--- src/rtl/logic_reduce_unit.sv ---
// rtl/logic_reduce_unit.sv - registered per-lane bitwise operator with optional OR-accumulating bursts
//
// Ports:
//   clk        rising-edge clock
//   rst        asynchronous active-high reset
//   in_valid   operand beat valid
//   in_ready   unit can accept a beat (output slot free or draining this cycle)
//   in_a/in_b  operands, CHANNELS lanes of WIDTH bits; lane c = [c*WIDTH +: WIDTH]
//   op         operation select (AND, OR, XOR, NAND, NOR, XNOR, A&~B, pass A)
//   acc_en     open an accumulating burst; looked at on the first beat only
//   in_last    final beat of a burst
//   out_valid  result valid, held until out_ready
//   out_ready  consumer accepts the result
//   out_y      result bus
//   out_any    per-lane OR-reduction of out_y
//   out_beats  beats folded into out_y, saturating at 2^CNT_W-1
module logic_reduce_unit #(
    parameter int WIDTH    = 8,
    parameter int CHANNELS = 4,
    parameter int CNT_W    = 8
) (
    input  logic                        clk,
    input  logic                        rst,
    input  logic                        in_valid,
    output logic                        in_ready,
    input  logic [CHANNELS*WIDTH-1:0]   in_a,
    input  logic [CHANNELS*WIDTH-1:0]   in_b,
    input  logic [2:0]                  op,
    input  logic                        acc_en,
    input  logic                        in_last,
    output logic                        out_valid,
    input  logic                        out_ready,
    output logic [CHANNELS*WIDTH-1:0]   out_y,
    output logic [CHANNELS-1:0]         out_any,
    output logic [CNT_W-1:0]            out_beats
);

    localparam int BUS_W = CHANNELS * WIDTH;

    typedef enum logic {
        ST_IDLE = 1'b0,
        ST_ACC  = 1'b1
    } state_t;

    state_t              state_q, state_d;
    logic [BUS_W-1:0]    acc_q, acc_d;
    logic [CNT_W-1:0]    cnt_q, cnt_d;
    logic [2:0]          op_lat_q, op_lat_d;
    logic                out_valid_q, out_valid_d;
    logic [BUS_W-1:0]    out_y_q, out_y_d;
    logic [CHANNELS-1:0] out_any_q, out_any_d;
    logic [CNT_W-1:0]    out_beats_q, out_beats_d;

    logic                beat_accept;
    logic [2:0]          cur_op;
    logic [BUS_W-1:0]    beat_f;
    logic [BUS_W-1:0]    fold_f;
    logic [CNT_W-1:0]    cnt_next;

    function automatic logic [BUS_W-1:0] apply_op(
        input logic [2:0]       sel,
        input logic [BUS_W-1:0] a,
        input logic [BUS_W-1:0] b
    );
        logic [BUS_W-1:0] r;
        case (sel)
            3'b000:  r = a & b;
            3'b001:  r = a | b;
            3'b010:  r = a ^ b;
            3'b011:  r = ~(a & b);
            3'b100:  r = ~(a | b);
            3'b101:  r = ~(a ^ b);
            3'b110:  r = a & ~b;
            default: r = a;
        endcase
        return r;
    endfunction

    // The output slot is the only back-pressure point: a new beat may land
    // whenever the slot is empty or is being emptied on this same edge.
    assign in_ready    = ~out_valid_q | out_ready;
    assign beat_accept = in_valid & in_ready;

    // Inside a burst the operation is frozen at what the opening beat asked for.
    assign cur_op   = (state_q == ST_ACC) ? op_lat_q : op;
    assign beat_f   = apply_op(cur_op, in_a, in_b);
    assign fold_f   = acc_q | beat_f;
    assign cnt_next = (cnt_q == {CNT_W{1'b1}}) ? cnt_q : cnt_q + 1'b1;

    always_comb begin
        state_d     = state_q;
        acc_d       = acc_q;
        cnt_d       = cnt_q;
        op_lat_d    = op_lat_q;
        out_valid_d = out_valid_q;
        out_y_d     = out_y_q;
        out_beats_d = out_beats_q;
        out_any_d   = out_any_q;

        if (out_valid_q && out_ready) begin
            out_valid_d = 1'b0;
        end

        if (beat_accept) begin
            case (state_q)
                ST_IDLE: begin
                    if (!acc_en || in_last) begin
                        out_y_d     = beat_f;
                        out_beats_d = {{(CNT_W-1){1'b0}}, 1'b1};
                        out_valid_d = 1'b1;
                    end else begin
                        acc_d    = beat_f;
                        cnt_d    = {{(CNT_W-1){1'b0}}, 1'b1};
                        op_lat_d = op;
                        state_d  = ST_ACC;
                    end
                end
                ST_ACC: begin
                    if (in_last) begin
                        out_y_d     = fold_f;
                        out_beats_d = cnt_next;
                        out_valid_d = 1'b1;
                        acc_d       = '0;
                        cnt_d       = '0;
                        state_d     = ST_IDLE;
                    end else begin
                        acc_d = fold_f;
                        cnt_d = cnt_next;
                    end
                end
                default: state_d = ST_IDLE;
            endcase
        end

        // Lane flags follow whatever value is about to be registered into out_y,
        // so they can never disagree with the held result.
        for (int c = 0; c < CHANNELS; c++) begin
            out_any_d[c] = |out_y_d[c*WIDTH +: WIDTH];
        end
    end

    always_ff @(posedge clk or posedge rst) begin
        if (rst) begin
            state_q     <= ST_IDLE;
            acc_q       <= '0;
            cnt_q       <= '0;
            op_lat_q    <= 3'b000;
            out_valid_q <= 1'b0;
            out_y_q     <= '0;
            out_any_q   <= '0;
            out_beats_q <= '0;
        end else begin
            state_q     <= state_d;
            acc_q       <= acc_d;
            cnt_q       <= cnt_d;
            op_lat_q    <= op_lat_d;
            out_valid_q <= out_valid_d;
            out_y_q     <= out_y_d;
            out_any_q   <= out_any_d;
            out_beats_q <= out_beats_d;
        end
    end

    assign out_valid = out_valid_q;
    assign out_y     = out_y_q;
    assign out_any   = out_any_q;
    assign out_beats = out_beats_q;

endmodule

--- config.mk ---
export PLATFORM = sky130hd
export DESIGN_NAME = logic_reduce_unit
export DESIGN_NICKNAME = d
export VERILOG_FILES = /design/src/rtl/logic_reduce_unit.sv
export SDC_FILE = /design/constraint.sdc
export NUM_CORES = 1
export LEC_CHECK = 0
export CAP_MARGIN = 40
export CELL_PAD_IN_SITES_DETAIL_PLACEMENT = 2
export CELL_PAD_IN_SITES_GLOBAL_PLACEMENT = 2
export CORE_MARGIN = 10
export CORE_UTILIZATION = 30
export CTS_BUF_LIST = sky130_fd_sc_hd__clkbuf_4
export DETAILED_ROUTE_END_ITERATION = 12
export PLACE_DENSITY = 0.75
export SLEW_MARGIN = 5
export SYNTH_ARGS = -nofsm -noshare
export SYNTH_HDL_FRONTEND = slang
export SYNTH_SLANG_ARGS = --single-unit
--- constraint.sdc ---
create_clock -name clk -period 4.1 [get_ports clk]
set_clock_uncertainty 0.2 [all_clocks]
set_input_delay 0.82 -clock clk [delete_from_list [all_inputs] [get_ports clk]]
set_output_delay 0.82 -clock clk [all_outputs]
set_load 0.01 [all_outputs]
==> results_dict.tcl, run 1 <==
set metrics [dict create \
    dp.cells 1510 \
    status "complete, no violations" \
    hold_violations 0 \
    reg2reg_depth 9 \
    synth-seq-cells 89 \
    ys.flop_type "dfrtp_1" \
    cp_max_fo 17 \
    drive_above_1_share_pct 10.1 \
    path_depth 10 \
    rsz0062_at_grt "false" \
    final_common_cell "clkdlybuf4s50_1" \
    cp-start-kind "primary input" \
    worst_r2r_endpoint "out_any[1]" \
    yosysTopAreaCell "dfrtp_1" \
    synth_top_area_share_pct 26.9 \
    p_sw_share_pct 45.6 \
    cts_tree "yes" \
    synth_cell_type_count 71 \
    synth_edf_count 0 \
    cp_top_family "buffers and inverters" \
    finalCritPeriodShare_pct 89.8 \
    core_um2 27100 \
    drt_iter0_markers 472 \
    p_seq_share_pct 30.8 \
    post_drt_wl_per_cell_um 21.6 \
    gr-usage-all-layers_pct 19.0 \
    worst_pin_slew_ns 0.758 \
    setup_slack_ns 0.419 \
    die-area_um2 34700 \
    ios 119 \
    vias 8511 \
    finalWirelength_um 33000 \
    die_y_um 186 \
    endpoint "out_any[1]" \
    power_switching_mw 2.23 \
    power_mw 4.88 \
    gp_congestion 0.817 \
    clockBufferDepth 2 \
    final_cell_mix "clkdlybuf4s50_1 (118), a21oi_1 (98), ha_1 (97)" \
    nets 1319 \
    initial_core_util_pct 30.6 \
    grt_pass1_vias 9164 \
    crit_path_start "op[0]" \
    ys_seq_area_share_pct 26.9 \
    dp_slack_ns -0.0429 \
    reg2reg_from "state_q" \
    drv_slew 0 \
    comb_power_share_pct 58.1 \
    cts_hold_buf 0 \
    cts-root-buf "clkbuf_4" \
    p_leak_nw 4.50 \
    dp_hpwl_um 25200 \
    viasPerCell 5.57 \
    worstPathRequired_ns 4.25 \
    hp-class "reg2reg" \
    worst_hold_slack_ns 0.307 \
    grt_pass1_wl_um 52600 \
    h-tree-depth 3 \
    path_cells "clkdlybuf4s50_1, mux2i_4, buf_4, mux2i_1, o21ai_0, a221oi_1, a311oi_1, buf_4, a31oi_1, or4_1" \
    cp.arrival_ns 3.83 \
    cp_common_cell "buf_4" \
    cts_num_sinks 89 \
    yosys-top-cells-area "dfrtp_1 (27%), ha_1 (15%), a21oi_1 (5.9%)" \
    die_w_um 186 \
    power_frac_clock_pct 11.1 \
    powerDensity_nw_per_um2 470 \
    postSynthNetCount 1191 \
    path_clk_slew_ns 0.16 \
    stdcell_count 1528 \
    cts_buffers 9 \
    finalCoreUtilization_pct 38.3 \
    synthArstFlopShare_pct 100 \
    max-vdd-ir-drop_mv 0.168 \
    finalSetupTns_ns 0 \
    cpMaxStageDelayCell "clkdlybuf4s50_1" \
    max_freq_mhz 272 \
    ys.warnings.count 0 \
    fin_area_um2 10400 \
    end_kind "flop" \
    finalSetupViolations 0 \
    postCtsResizedCells 0 \
    crit_buf_inv 3 \
    postCtsSetupRepairBufs 0 \
    antenna_found_initial 1 \
    rows 60 \
    overflow 0 \
    grt_max_degree 54 \
    numPortBuffers 118 \
    synth_area_per_cell_um2 8.12 \
    reg2reg_slack_ns 0.46 \
    dr.pass1.iters 5 \
    insertion_delay_ns 0.48 \
    path_class "in2reg" \
    placed_cell_area_um2 10200 \
    p_int_mw 2.66 \
    synth.cell_area_um2 8290 \
    relSlewSlack_pct 49.5 \
    fin_crit_ns 3.68 \
    cp_slowest_stage_delay_ns 0.55 \
    area_delta_synth_final_pct 25.2 \
    syn_inst 1021 \
    ant_nets 0 \
    drc 0 \
    cap_violations 0 \
]
==> metal layers <==
metal / global-route usage, % / up-vias / share of wire (%)
li1: - / 3994 / -
met4: 4.68 / 0 / 1.9
met5: 0 / - / 0
met2: 32.3 / 142 / 49
met1: 25.0 / 4347 / 46
met3: 2.56 / 28 / 3.2
==> worst min path at each step <==
| stage | to | depth (start not counted) | from |
|---|---|---|---|
| after CTS | acc_q[16] | 2 | acc_q[16] |
| final | out_beats[3] | 2 | out_beats[3] |
| after detailed placement | acc_q[16] | 2 | acc_q[16] |
| after floorplan | acc_q[2] | 2 | acc_q[2] |
| after global placement | acc_q[2] | 2 | acc_q[2] |
| after global routing | acc_q[24] | 1 | acc_q[24] |
==> layout make-up <==
| cell class | count | area [µm²] |
|---|---|---|
| Tap cell | 372 | 465 |
| Multi-Input combinational cell | 762 | 5380 |
| Fill cell | 3084 | 16700 |
| Timing Repair Buffer | 193 | 1810 |
| Clock buffer | 9 | 67.6 |
| Clock inverter | 7 | 77.6 |
| Sequential cell | 89 | 2230 |
| Antenna cell | 2 | 5.00 |
| Inverter | 94 | 355 |
==> power groups by stage <==
stage	combinational, mW	sequential [mW]	clock [mW]
after global routing	3.13	1.56	0.594
after CTS	2.87	1.51	0.554
final	2.84	1.50	0.540
after floorplan	1.57	1.46	0
after global placement	2.76	1.51	0
after detailed placement	2.85	1.52	0
==> registers in the layout, indices dropped and copies added, names as in the netlist <==
register,flops
out_beats,8
acc_q,32
out_y,32
out_any,4
op_lat_q,3
state_q,1
out_valid,1
cnt_q,8
==> tightest hold or removal path: stages (launching register included) <==
cell and delay (ns):
dfrtp_1 0.38, nand2_1 0.05, o21ai_0 0.06
==> logic make-up (layout without fill, tap and decap cells) <==
group / after synthesis / in the layout / synth area share, %
multiplexers: 33 / 33 / 4.99
flip-flops: 89 / 89 / 26.9
other: 0 / 2 / 0
AND/OR/NAND/NOR: 236 / 236 / 12.8
AO/OA/AOI/OAI: 392 / 392 / 31.6
buffers and inverters: 170 / 303 / 8.70
adder cells (fa/ha/maj): 97 / 97 / 14.6
XOR/XNOR: 4 / 4 / 0.422
==> synthesized netlist by cell type, types with 4 or more instances <==
library cell and number:
a211o_1 5, a211oi_1 18, a21oi_1 98, a221o_1 9
a221oi_1 16, a222oi_1 4, a22o_1 4, a22oi_1 13
a2bb2oi_1 8, a31oi_1 13, and3_1 8, buf_1 9
buf_2 25, buf_4 4, buf_6 5, clkbuf_1 33
dfrtp_1 89, ha_1 97, inv_1 94, mux2i_1 21
mux4_2 5, nand2_1 96, nand2b_1 12, nand3_1 21
nor2_1 61, nor2b_1 5, nor3_1 6, nor4_1 4
o211ai_1 21, o21ai_0 84, o21ai_1 4, o221a_2 4
o221ai_1 7, o22a_1 14, o22ai_1 20, o2bb2ai_1 7
o31a_1 4, o31ai_1 5, o32ai_1 5, or3_1 4
or4_1 5
No activity file was read; power rests on OpenSTA's default activity.
==> inputs of run 2 (changes only) <==
--- a/config.mk
+++ b/config.mk
@@ -9,10 +9,10 @@
 export CELL_PAD_IN_SITES_DETAIL_PLACEMENT = 2
 export CELL_PAD_IN_SITES_GLOBAL_PLACEMENT = 2
 export CORE_MARGIN = 10
-export CORE_UTILIZATION = 30
+export CORE_UTILIZATION = 34
 export CTS_BUF_LIST = sky130_fd_sc_hd__clkbuf_4
 export DETAILED_ROUTE_END_ITERATION = 12
-export PLACE_DENSITY = 0.75
+export PLACE_DENSITY = 0.83
 export SLEW_MARGIN = 5
 export SYNTH_ARGS = -nofsm -noshare
 export SYNTH_HDL_FRONTEND = slang
==> run 2 against run 1 <==
  * Non-clock buffer count increased by 4
  * Clock power decreased by 14%
  * Via count increased by 2.4%
  * Power increased by 0.28%
  * Hold slack got worse by 0.0029 ns
  * Routed wire length increased by 3.6%
  * Critical path depth decreased by 1
  * Critical path type unchanged
  * Critical endpoint unchanged
  * Largest cell class unchanged
==> results_dict.tcl, run 2 (synthesized netlist as in run 1, its figures left out) <==
set metrics [dict create \
    ant_nets 0 \
    drive_above_1_share_pct 10.3 \
    drc 0 \
    p_leak_nw 4.52 \
    finalCritPeriodShare_pct 88.2 \
    p_int_mw 2.62 \
    reg2reg_from "state_q" \
    worst_pin_slew_ns 0.709 \
    die-area_um2 31000 \
    path_class "in2reg" \
    cts-root-buf "clkbuf_4" \
    hp-start "acc_q[3]" \
    overflow 0 \
    max_freq_mhz 277 \
    power_frac_clock_pct 9.5 \
    cts_hold_buf 0 \
    numPortBuffers 118 \
    drt_iter0_markers 623 \
    grt_max_degree 47 \
    dr.pass1.iters 4 \
    dp_hpwl_um 26400 \
    insertion_delay_ns 0.47 \
    initial_core_util_pct 34.3 \
    fin_area_um2 10400 \
    rows 57 \
    fill_cells 2739 \
    placed_cell_area_um2 10200 \
    die_y_um 176 \
    comb_power_share_pct 59.5 \
    finalSetupTns_ns 0 \
    nets 1323 \
    multiInputGateArea_um2 5380 \
    finalWirelength_um 34100 \
    postCtsResizedCells 0 \
    dp_slack_ns 0.0212 \
    post_drt_wl_per_cell_um 23.0 \
    cp_max_fo 31 \
    seq_area_um2 2230 \
    powerDensity_nw_per_um2 473 \
    antenna_found_initial 1 \
    gp_congestion 0.841 \
    path_clk_slew_ns 0.15 \
    max-vdd-ir-drop_mv 0.220 \
    final_cell_mix "clkdlybuf4s50_1 (118), a21oi_1 (98), ha_1 (97)" \
    gr-usage-all-layers_pct 21.7 \
    grt_pass1_wl_um 54300 \
    rsz0062_at_grt "false" \
    setup_slack_ns 0.485 \
    hp-class "reg2reg" \
    h-tree-depth 3 \
    cts_buffers 9 \
    area_delta_synth_final_pct 24.8 \
    p_sw_share_pct 46.5 \
    die_w_um 176 \
    finalSetupViolations 0 \
    cp.arrival_ns 3.77 \
    postCtsSetupRepairBufs 0 \
    p_seq_share_pct 31.1 \
    power_switching_mw 2.28 \
    crit_path_start "op[0]" \
    grt_pass1_vias 9522 \
    cap_violations 0 \
    ios 119 \
    viasPerCell 5.88 \
    relSlewSlack_pct 52.7 \
    cts_num_sinks 89 \
    cp-start-kind "primary input" \
    fin_crit_ns 3.62 \
    vias 8713 \
    cts_tree "yes" \
    worstPathRequired_ns 4.25 \
    clockBufferDepth 2 \
    hold_violations 0 \
    core_um2 24200 \
    final_common_cell "clkdlybuf4s50_1" \
    status "complete, no violations" \
    end_kind "flop" \
    drv_slew 0 \
]
## run 2: power by group through the flow
stage / sequential [mW] / combinational (mW) / clock (mW)
final: 1.52 / 2.91 / 0.464
after global routing: 1.56 / 3.19 / 0.500
after CTS: 1.52 / 2.92 / 0.468
after detailed placement: 1.53 / 2.90 / 0
after global placement: 1.51 / 2.77 / 0
after floorplan: 1.46 / 1.57 / 0
## run 2: cell type report
class | instances | share of cell area, %
inverter | 94 | 3.42
clock buffer | 10 | 0.725
antenna | 1 | 0.0242
tap | 324 | 3.92
clock inverter | 6 | 0.338
multi-input combinational | 762 | 51.9
sequential | 89 | 21.5
timing repair buffer | 197 | 18.1
## run 2: worst paths after layout
path | depth (start not counted) | slack [ns] | to
setup / recovery | 9 | 0.48 | out_any[1]
hold / removal | 2 | 0.30 | acc_q[3]
setup reg to reg | 8 | 0.50 | out_any[1]
hold reg to reg | 2 | 0.30 | acc_q[3]
max in group asynchronous | 4 | 2.56 | out_y[9]
min in group asynchronous | 2 | 0.37 | out_any[1]
## run 2: metal layers
metal  GRT usage (%)  vias up  part of all wire (%)
met2            38.2      195                    51
met1            26.6     4460                    43
met4            7.03        0                   2.7
met3            2.84       49                   3.4
li1                -     4009                     -
met5               0        -                     0
## run 2: worst max-delay path: stages
cell and delay (ns):
clkdlybuf4s50_1 0.51, mux2i_4 0.54, buf_12 0.26, nor2_1 0.08, a222oi_1 0.32, o22ai_1 0.23
o21ai_0 0.36, nand3_1 0.16, or4_1 0.48
## run 2: stage by stage
stage | utilization (%) | hold slack (ns) | power, mW | instances
4_1_cts | 42.8 | 0.309 | 4.91 | 1482
3_5_place_dp | 42.4 | 0.276 | 4.43 | 1466
6_report | 42.8 | 0.304 | 4.90 | 1483
2_1_floorplan | - | 0.248 | 3.03 | 1021
5_1_grt | 42.8 | 0.342 | 5.25 | 1483
3_3_place_gp | 42.2 | 0.265 | 4.28 | 1464
